--- src/rtl/dcache_pkg.sv ---
// Shared types and address-split width helpers for the direct-mapped data cache.
package dcache_pkg;

  typedef enum logic [2:0] {
    StIdle,
    StCompare,
    StRefill,
    StResp,
    StWrite
  } state_e;

  function automatic int unsigned off_w(input int unsigned wpl);
    return int'($clog2(wpl));
  endfunction

  function automatic int unsigned idx_w(input int unsigned lines);
    return int'($clog2(lines));
  endfunction

  function automatic int unsigned tag_w(input int unsigned addr_w, input int unsigned lines,
                                        input int unsigned wpl);
    return addr_w - idx_w(lines) - off_w(wpl);
  endfunction

endpackage

--- src/rtl/dcache_dm_if.sv ---
// CPU-side and memory-side handshake bundle of the data cache.
interface dcache_dm_if #(
  parameter int unsigned XLEN   = 64,
  parameter int unsigned ADDR_W = 32
);

  logic              req_valid_i;
  logic              req_ready_o;
  logic              req_we_i;
  logic [ADDR_W-1:0] req_addr_i;
  logic [XLEN-1:0]   req_wdata_i;
  logic              resp_valid_o;
  logic [XLEN-1:0]   resp_rdata_o;
  logic              flush_i;
  logic              mem_req_valid_o;
  logic              mem_req_ready_i;
  logic              mem_we_o;
  logic [ADDR_W-1:0] mem_addr_o;
  logic [XLEN-1:0]   mem_wdata_o;
  logic              mem_rvalid_i;
  logic [XLEN-1:0]   mem_rdata_i;

  // The cache itself.
  modport slave (
    input  req_valid_i, req_we_i, req_addr_i, req_wdata_i, flush_i,
    input  mem_req_ready_i, mem_rvalid_i, mem_rdata_i,
    output req_ready_o, resp_valid_o, resp_rdata_o,
    output mem_req_valid_o, mem_we_o, mem_addr_o, mem_wdata_o
  );

  // The CPU pipeline and memory system around the cache.
  modport master (
    output req_valid_i, req_we_i, req_addr_i, req_wdata_i, flush_i,
    output mem_req_ready_i, mem_rvalid_i, mem_rdata_i,
    input  req_ready_o, resp_valid_o, resp_rdata_o,
    input  mem_req_valid_o, mem_we_o, mem_addr_o, mem_wdata_o
  );

endinterface

--- src/rtl/dcache_line_ram.sv ---
// Cache data array: LINES x WPL words, asynchronous read, synchronous single-word write.
module dcache_line_ram
  import dcache_pkg::*;
#(
  parameter  int unsigned XLEN  = 64,
  parameter  int unsigned LINES = 8,
  parameter  int unsigned WPL   = 4,
  localparam int unsigned IdxW  = idx_w(LINES),
  localparam int unsigned OffW  = off_w(WPL)
) (
  input  logic            clk_i,
  input  logic            we_i,
  input  logic [IdxW-1:0] widx_i,
  input  logic [OffW-1:0] woff_i,
  input  logic [XLEN-1:0] wdata_i,
  input  logic [IdxW-1:0] ridx_i,
  input  logic [OffW-1:0] roff_i,
  output logic [XLEN-1:0] rdata_o
);

  logic [XLEN-1:0] mem_q [LINES*WPL];

  always_ff @(posedge clk_i) begin
    if (we_i) begin
      mem_q[{widx_i, woff_i}] <= wdata_i;
    end
  end

  assign rdata_o = mem_q[{ridx_i, roff_i}];

endmodule

--- src/rtl/dcache_dm.sv ---
// Direct-mapped, write-through, no-write-allocate data cache with burst refill and flush.
module dcache_dm
  import dcache_pkg::*;
#(
  parameter int unsigned XLEN   = 64,
  parameter int unsigned ADDR_W = 32,
  parameter int unsigned LINES  = 8,
  parameter int unsigned WPL    = 4
) (
  input logic        clk_i,
  input logic        rst_i,
  dcache_dm_if.slave bus
);

  localparam int unsigned OffW = off_w(WPL);
  localparam int unsigned IdxW = idx_w(LINES);
  localparam int unsigned TagW = tag_w(ADDR_W, LINES, WPL);
  localparam logic [OffW-1:0] LastBeat = OffW'(WPL - 1);

  state_e            state_q, state_d;
  logic              req_we_q;
  logic [ADDR_W-1:0] req_addr_q;
  logic [XLEN-1:0]   req_wdata_q;
  logic [LINES-1:0]  valid_q, valid_d;
  logic [TagW-1:0]   tag_q [LINES];
  logic [OffW-1:0]   beat_q, beat_d;
  logic              issued_q, issued_d;

  logic              accept, tag_set, hit;
  logic [OffW-1:0]   req_off;
  logic [IdxW-1:0]   req_idx;
  logic [TagW-1:0]   req_tag;

  logic              ram_we;
  logic [OffW-1:0]   ram_woff;
  logic [XLEN-1:0]   ram_wdata, ram_rdata;

  logic              req_ready, resp_valid, mem_valid, mem_we;
  logic [XLEN-1:0]   resp_rdata, mem_wdata;
  logic [ADDR_W-1:0] mem_addr;

  assign req_off = req_addr_q[OffW-1:0];
  assign req_idx = req_addr_q[OffW +: IdxW];
  assign req_tag = req_addr_q[ADDR_W-1 -: TagW];
  assign hit     = valid_q[req_idx] && (tag_q[req_idx] == req_tag);

  dcache_line_ram #(
    .XLEN  (XLEN),
    .LINES (LINES),
    .WPL   (WPL)
  ) u_ram (
    .clk_i   (clk_i),
    .we_i    (ram_we),
    .widx_i  (req_idx),
    .woff_i  (ram_woff),
    .wdata_i (ram_wdata),
    .ridx_i  (req_idx),
    .roff_i  (req_off),
    .rdata_o (ram_rdata)
  );

  always_comb begin
    state_d    = state_q;
    valid_d    = valid_q;
    beat_d     = beat_q;
    issued_d   = issued_q;
    accept     = 1'b0;
    tag_set    = 1'b0;
    ram_we     = 1'b0;
    ram_woff   = req_off;
    ram_wdata  = req_wdata_q;
    req_ready  = 1'b0;
    resp_valid = 1'b0;
    resp_rdata = '0;
    mem_valid  = 1'b0;
    mem_we     = 1'b0;
    mem_addr   = '0;
    mem_wdata  = '0;

    unique case (state_q)
      StIdle: begin
        req_ready = !bus.flush_i && !rst_i;
        if (bus.flush_i) begin
          valid_d = '0;
        end else if (bus.req_valid_i && req_ready) begin
          accept  = 1'b1;
          state_d = StCompare;
        end
      end
      StCompare: begin
        if (req_we_q) begin
          // Write-through: keep a resident copy coherent, memory is updated in StWrite.
          ram_we  = hit;
          state_d = StWrite;
        end else if (hit) begin
          resp_valid = 1'b1;
          resp_rdata = ram_rdata;
          state_d    = StIdle;
        end else begin
          valid_d[req_idx] = 1'b0;
          beat_d           = '0;
          issued_d         = 1'b0;
          state_d          = StRefill;
        end
      end
      StRefill: begin
        // One read outstanding: the next beat is requested only after the previous returns.
        mem_valid = !issued_q;
        mem_addr  = {req_tag, req_idx, beat_q};
        if (mem_valid && bus.mem_req_ready_i) begin
          issued_d = 1'b1;
        end
        if (bus.mem_rvalid_i) begin
          issued_d  = 1'b0;
          ram_we    = 1'b1;
          ram_woff  = beat_q;
          ram_wdata = bus.mem_rdata_i;
          beat_d    = beat_q + OffW'(1);
          if (beat_q == LastBeat) begin
            tag_set          = 1'b1;
            valid_d[req_idx] = 1'b1;
            state_d          = StResp;
          end
        end
      end
      StResp: begin
        resp_valid = 1'b1;
        resp_rdata = ram_rdata;
        state_d    = StIdle;
      end
      StWrite: begin
        mem_valid = 1'b1;
        mem_we    = 1'b1;
        mem_addr  = req_addr_q;
        mem_wdata = req_wdata_q;
        if (bus.mem_req_ready_i) begin
          resp_valid = 1'b1;
          state_d    = StIdle;
        end
      end
      default: state_d = StIdle;
    endcase
  end

  always_ff @(posedge clk_i or posedge rst_i) begin
    if (rst_i) begin
      state_q     <= StIdle;
      valid_q     <= '0;
      beat_q      <= '0;
      issued_q    <= 1'b0;
      req_we_q    <= 1'b0;
      req_addr_q  <= '0;
      req_wdata_q <= '0;
    end else begin
      state_q  <= state_d;
      valid_q  <= valid_d;
      beat_q   <= beat_d;
      issued_q <= issued_d;
      if (accept) begin
        req_we_q    <= bus.req_we_i;
        req_addr_q  <= bus.req_addr_i;
        req_wdata_q <= bus.req_wdata_i;
      end
    end
  end

  always_ff @(posedge clk_i) begin
    if (tag_set) begin
      tag_q[req_idx] <= req_tag;
    end
  end

  assign bus.req_ready_o     = req_ready;
  assign bus.resp_valid_o    = resp_valid;
  assign bus.resp_rdata_o    = resp_rdata;
  assign bus.mem_req_valid_o = mem_valid;
  assign bus.mem_we_o        = mem_we;
  assign bus.mem_addr_o      = mem_addr;
  assign bus.mem_wdata_o     = mem_wdata;

endmodule

--- src/flat_wrapper.sv ---
// flat-port wrapper written by rule: the top's interface ports become plain ports
module dcache_dm_flat import dcache_pkg::*;
#(
  parameter int unsigned XLEN   = 64,
  parameter int unsigned ADDR_W = 32,
  parameter int unsigned LINES  = 8,
  parameter int unsigned WPL    = 4
)
  (clk_i, rst_i, bus_req_valid_i, bus_req_we_i, bus_req_addr_i, bus_req_wdata_i, bus_flush_i, bus_mem_req_ready_i, bus_mem_rvalid_i, bus_mem_rdata_i, bus_req_ready_o, bus_resp_valid_o, bus_resp_rdata_o, bus_mem_req_valid_o, bus_mem_we_o, bus_mem_addr_o, bus_mem_wdata_o);
  dcache_dm_if #(.XLEN(XLEN), .ADDR_W(ADDR_W)) bus_i ();
  input logic clk_i;
  input logic rst_i;
  input wire logic [$bits(bus_i.req_valid_i)-1:0] bus_req_valid_i;
  input wire logic [$bits(bus_i.req_we_i)-1:0] bus_req_we_i;
  input wire logic [$bits(bus_i.req_addr_i)-1:0] bus_req_addr_i;
  input wire logic [$bits(bus_i.req_wdata_i)-1:0] bus_req_wdata_i;
  input wire logic [$bits(bus_i.flush_i)-1:0] bus_flush_i;
  input wire logic [$bits(bus_i.mem_req_ready_i)-1:0] bus_mem_req_ready_i;
  input wire logic [$bits(bus_i.mem_rvalid_i)-1:0] bus_mem_rvalid_i;
  input wire logic [$bits(bus_i.mem_rdata_i)-1:0] bus_mem_rdata_i;
  output wire logic [$bits(bus_i.req_ready_o)-1:0] bus_req_ready_o;
  output wire logic [$bits(bus_i.resp_valid_o)-1:0] bus_resp_valid_o;
  output wire logic [$bits(bus_i.resp_rdata_o)-1:0] bus_resp_rdata_o;
  output wire logic [$bits(bus_i.mem_req_valid_o)-1:0] bus_mem_req_valid_o;
  output wire logic [$bits(bus_i.mem_we_o)-1:0] bus_mem_we_o;
  output wire logic [$bits(bus_i.mem_addr_o)-1:0] bus_mem_addr_o;
  output wire logic [$bits(bus_i.mem_wdata_o)-1:0] bus_mem_wdata_o;
  assign bus_i.req_valid_i = bus_req_valid_i;
  assign bus_i.req_we_i = bus_req_we_i;
  assign bus_i.req_addr_i = bus_req_addr_i;
  assign bus_i.req_wdata_i = bus_req_wdata_i;
  assign bus_i.flush_i = bus_flush_i;
  assign bus_i.mem_req_ready_i = bus_mem_req_ready_i;
  assign bus_i.mem_rvalid_i = bus_mem_rvalid_i;
  assign bus_i.mem_rdata_i = bus_mem_rdata_i;
  assign bus_req_ready_o = bus_i.req_ready_o;
  assign bus_resp_valid_o = bus_i.resp_valid_o;
  assign bus_resp_rdata_o = bus_i.resp_rdata_o;
  assign bus_mem_req_valid_o = bus_i.mem_req_valid_o;
  assign bus_mem_we_o = bus_i.mem_we_o;
  assign bus_mem_addr_o = bus_i.mem_addr_o;
  assign bus_mem_wdata_o = bus_i.mem_wdata_o;
  dcache_dm #(.XLEN(XLEN), .ADDR_W(ADDR_W), .LINES(LINES), .WPL(WPL)) u_core (.clk_i(clk_i), .rst_i(rst_i), .bus(bus_i));
endmodule
--- config.mk ---
export PLATFORM = sky130hd
export DESIGN_NAME = dcache_dm_flat
export DESIGN_NICKNAME = d
export VERILOG_FILES = /design/src/rtl/dcache_pkg.sv /design/src/rtl/dcache_dm_if.sv /design/src/rtl/dcache_line_ram.sv /design/src/rtl/dcache_dm.sv /design/src/flat_wrapper.sv
export SDC_FILE = /design/constraint.sdc
export NUM_CORES = 2
export LEC_CHECK = 0
export CORE_UTILIZATION = 35
export DETAILED_ROUTE_END_ITERATION = 12
export GPL_ROUTABILITY_DRIVEN = 0
export GPL_TIMING_DRIVEN = 1
export PLACE_DENSITY = 0.55
export SETUP_SLACK_MARGIN = 0.3
export SLEW_MARGIN = 20
export SYNTH_ARGS = -nofsm -noshare
export SYNTH_HDL_FRONTEND = slang
export SYNTH_SLANG_ARGS = --single-unit
export TNS_END_PERCENT = 1
--- constraint.sdc ---
create_clock -name clk_i -period 6.02 [get_ports clk_i]
set_clock_uncertainty 0.05 [all_clocks]
set_input_delay 1.204 -clock clk_i [delete_from_list [all_inputs] [get_ports clk_i]]
set_output_delay 1.204 -clock clk_i [all_outputs]
set_load 0.1 [all_outputs]
==> flow_summary.toml <==
[status]
status = "completed"

[timing]
finalSetupTns_ps = 0
final_hold_viol_count = 0
slew_headroom = 0.235
fin_ws_ps = 189
period_needed_ps = 5830
rsz0062_at_grt = "true"
tightest_slew_ps = 1150
fmax_mhz = 171
setup_violations = 0
slew_viol_final = 0
finalCritPeriodShare = 0.969

[route]
antenna_left = 0
viasPerCell = 5.35
routed_wl_um = 248000
drt_iter0_markers = 4259
wl_per_cell_um = 29.4
dr_total_vias = 45300
dr.pass1.iters = 5
route.detailed.drc = 0

[cts]
clkTransAtPathRegs_ps = 60
cts_tree = "built"
htree_levels = 4
cts_inserted_buffers = 241
clock-sinks = 2375
clockBufferDepth = 3
clock_latency_ps = 870
clock-root-buffer = "clkbuf_16"
cts_hold_buffers = 0

[floorplanning]
die_area_mm2 = 0.264
die_height_um = 514
io_pins = 331
die-width_um = 514
rows = 187
coreArea_mm2 = 0.260
start_util = 0.353

[synth]
synth_seq_area_share = 0.771
syn_inst = 4205
synthesis.area_mm2 = 0.0918
yosysTopAreaCellShare = 0.741
ys_async_sr_fraction = 0.0467
postSynthAreaPerCell_um2 = 21.8
synth_nets = 4373
ys_ff_latch = 2375
synth_ff_type = "edfxtp_1"
synth.largest_area_cell = "edfxtp_1"
yosys_warnings = 0
synth_cell_type_count = 58
synth_area_leaders = "edfxtp_1 (74%), mux4_2 (13%), dfrtp_1 (3.0%)"
synth_edf_count = 2264

[setup_path]
cp-end-kind = "primary output"
worst-endpoint-required_ps = 4770
reg2reg_from = "u_core.req_addr_q[3]"
cp.arrival_ps = 4580
start_kind = "flip-flop"
critPathKind = "flip-flop to primary output"
critical_path.startpoint = "u_core.req_addr_q[3]"
cp_max_fo = 16

[power]
power.density_mw_per_mm2 = 479
power_mw = 52.6
leakagePower_nw = 34.7
peakVddDrop_mv = 0.316

[final_layout]
final_cells = 8465
layout_commonest_cell = "edfxtp_1"
syn_to_final_growth_pct = 19.6
layout.cells.most_common_list = "edfxtp_1 (2264), mux4_2 (542), clkdlybuf4s50_1 (265)"
layout-drive-gt1-share = 0.289
num-fill-cells = 22700
layout.nets = 4932

[run]
drv_cap = 0

[global_route]
grt_pass1_vias = 47200
grt_max_degree = 68
grtUsageTotal = 0.187
grt_pass1_wl_um = 353000
antenna_found_initial = 10
overflow = 0

[placed_design]
port_buffers = 330
hpwl_um = 136000
dp.cells = 7995
place_ws_ps = 668

[worst_hold_path]
min_path_type = "flip-flop to flip-flop"
min-delay-start = "u_core.req_wdata_q[32]"
critical path, cell delays in order, from the launching register on:
cell and delay [ps]:
dfrtp_2 410, buf_12 130, buf_12 110, buf_16 130, mux4_2 490, mux2i_1 160
xnor2_1 110, nor4_2 390, and4_1 270, a31oi_1 90, or3b_4 530, buf_12 220
buf_12 200, a31oi_4 190, buf_12 190
path summary, 6_finish.rpt:
check / slack [ps] / depth (start not counted) / end
max in group asynchronous: 4040 / 3 / u_core.req_wdata_q[24]
max: 190 / 14 / bus_resp_rdata_o[45]
min: 470 / 1 / u_core.req_wdata_q[32]
max reg2reg: 1560 / 13 / u_core.u_ram.mem_q[13][24]
min in group asynchronous: 800 / 2 / u_core.req_we_q
min reg2reg: 470 / 1 / u_core.req_wdata_q[32]
state kept, by name, summed over array words and instances (netlist names):
| signal | flops |
|---|---|
| u_core.beat_q | 2 |
| u_core.req_wdata_q | 64 |
| u_core.u_ram.mem_q | 2048 |
| u_core.valid_q | 8 |
| u_core.state_q | 3 |
| u_core.issued_q | 1 |
| u_core.req_we_q | 1 |
| u_core.req_addr_q | 32 |
| u_core.tag_q | 216 |
metal layers:
layer	wire length, um	GRT usage	vias to the layer above
li1	-	-	18800
met1	106000	0.259	24700
met2	123000	0.311	1494
met3	14000	0.0270	299
met4	5350	0.0461	4
met5	33	0	-
cell type report:
| class | count | area [um2] | share of cell area |
|---|---|---|---|
| diodes | 6 | 15.0 | 0.000137 |
| clock buffers | 300 | 6350 | 0.0579 |
| inverters | 15 | 63.8 | 0.000581 |
| well taps | 3496 | 4370 | 0.0398 |
| flip-flops and latches | 2375 | 70800 | 0.644 |
| repair buffers | 562 | 6750 | 0.0614 |
| clock inverters | 142 | 1190 | 0.0109 |
| multi-input cells | 1569 | 20300 | 0.185 |
through the flow:
| step | hold slack [ps] | instance area, um2 | util |
|---|---|---|---|
| 2_1_floorplan | 436 | 91800 | - |
| 3_3_place_gp | 455 | 102000 | 0.391 |
| 3_5_place_dp | 460 | 102000 | 0.391 |
| 4_1_cts | 473 | 110000 | 0.422 |
| 5_1_grt | 480 | 110000 | 0.422 |
| 6_report | 474 | 110000 | 0.422 |
cells by family after synthesis:
family	count (synthesis)	synth area share
AND/OR/NAND/NOR	481	0.0238
adder cells (fa/ha/maj)	1	0.000136
buffers and inverters	261	0.0141
multiplexers	695	0.152
XOR/XNOR	26	0.00248
flip-flops	2375	0.771
AO/OA/AOI/OAI	366	0.0368
cells in the mapped netlist, drive strengths merged (2+ instances only):
cell / count
a31oi: 57
nand4: 3
a22oi: 141
buf: 81
dlygate4sd1: 25
inv: 15
a21oi: 16
mux2: 109
xor2: 16
nand3: 18
a22o: 55
nand2: 235
mux2i: 40
edfxtp: 2264
dlygate4sd3: 3
and3: 67
clkbuf: 137
dfrtp: 111
nand2b: 3
nor2b: 33
o21ai: 8
a2111oi: 7
o2bb2ai: 3
a211oi: 2
o211ai: 2
xnor2: 10
a221oi: 62
nor2: 88
mux4: 546
and2: 6
nor3: 11
o22ai: 5
nand3b: 2
nor4: 10
what timing repair did:
action,in CTS,in global routing
pin swaps,13,8
cloned,4,0
gates resized for setup,41,10
endpoints found under the hold margin,0,0
buffers inserted,17,1
endpoints found under the setup margin,64,65
where the power goes:
part           switching [mW]  leakage (nW)  internal, mW
combinational            10.1          9.20          5.80
clock                    6.35          3.70          8.03
sequential              0.774          21.8          21.5
total                    17.2          34.7          35.4
Power figures use the tool's default switching activity.
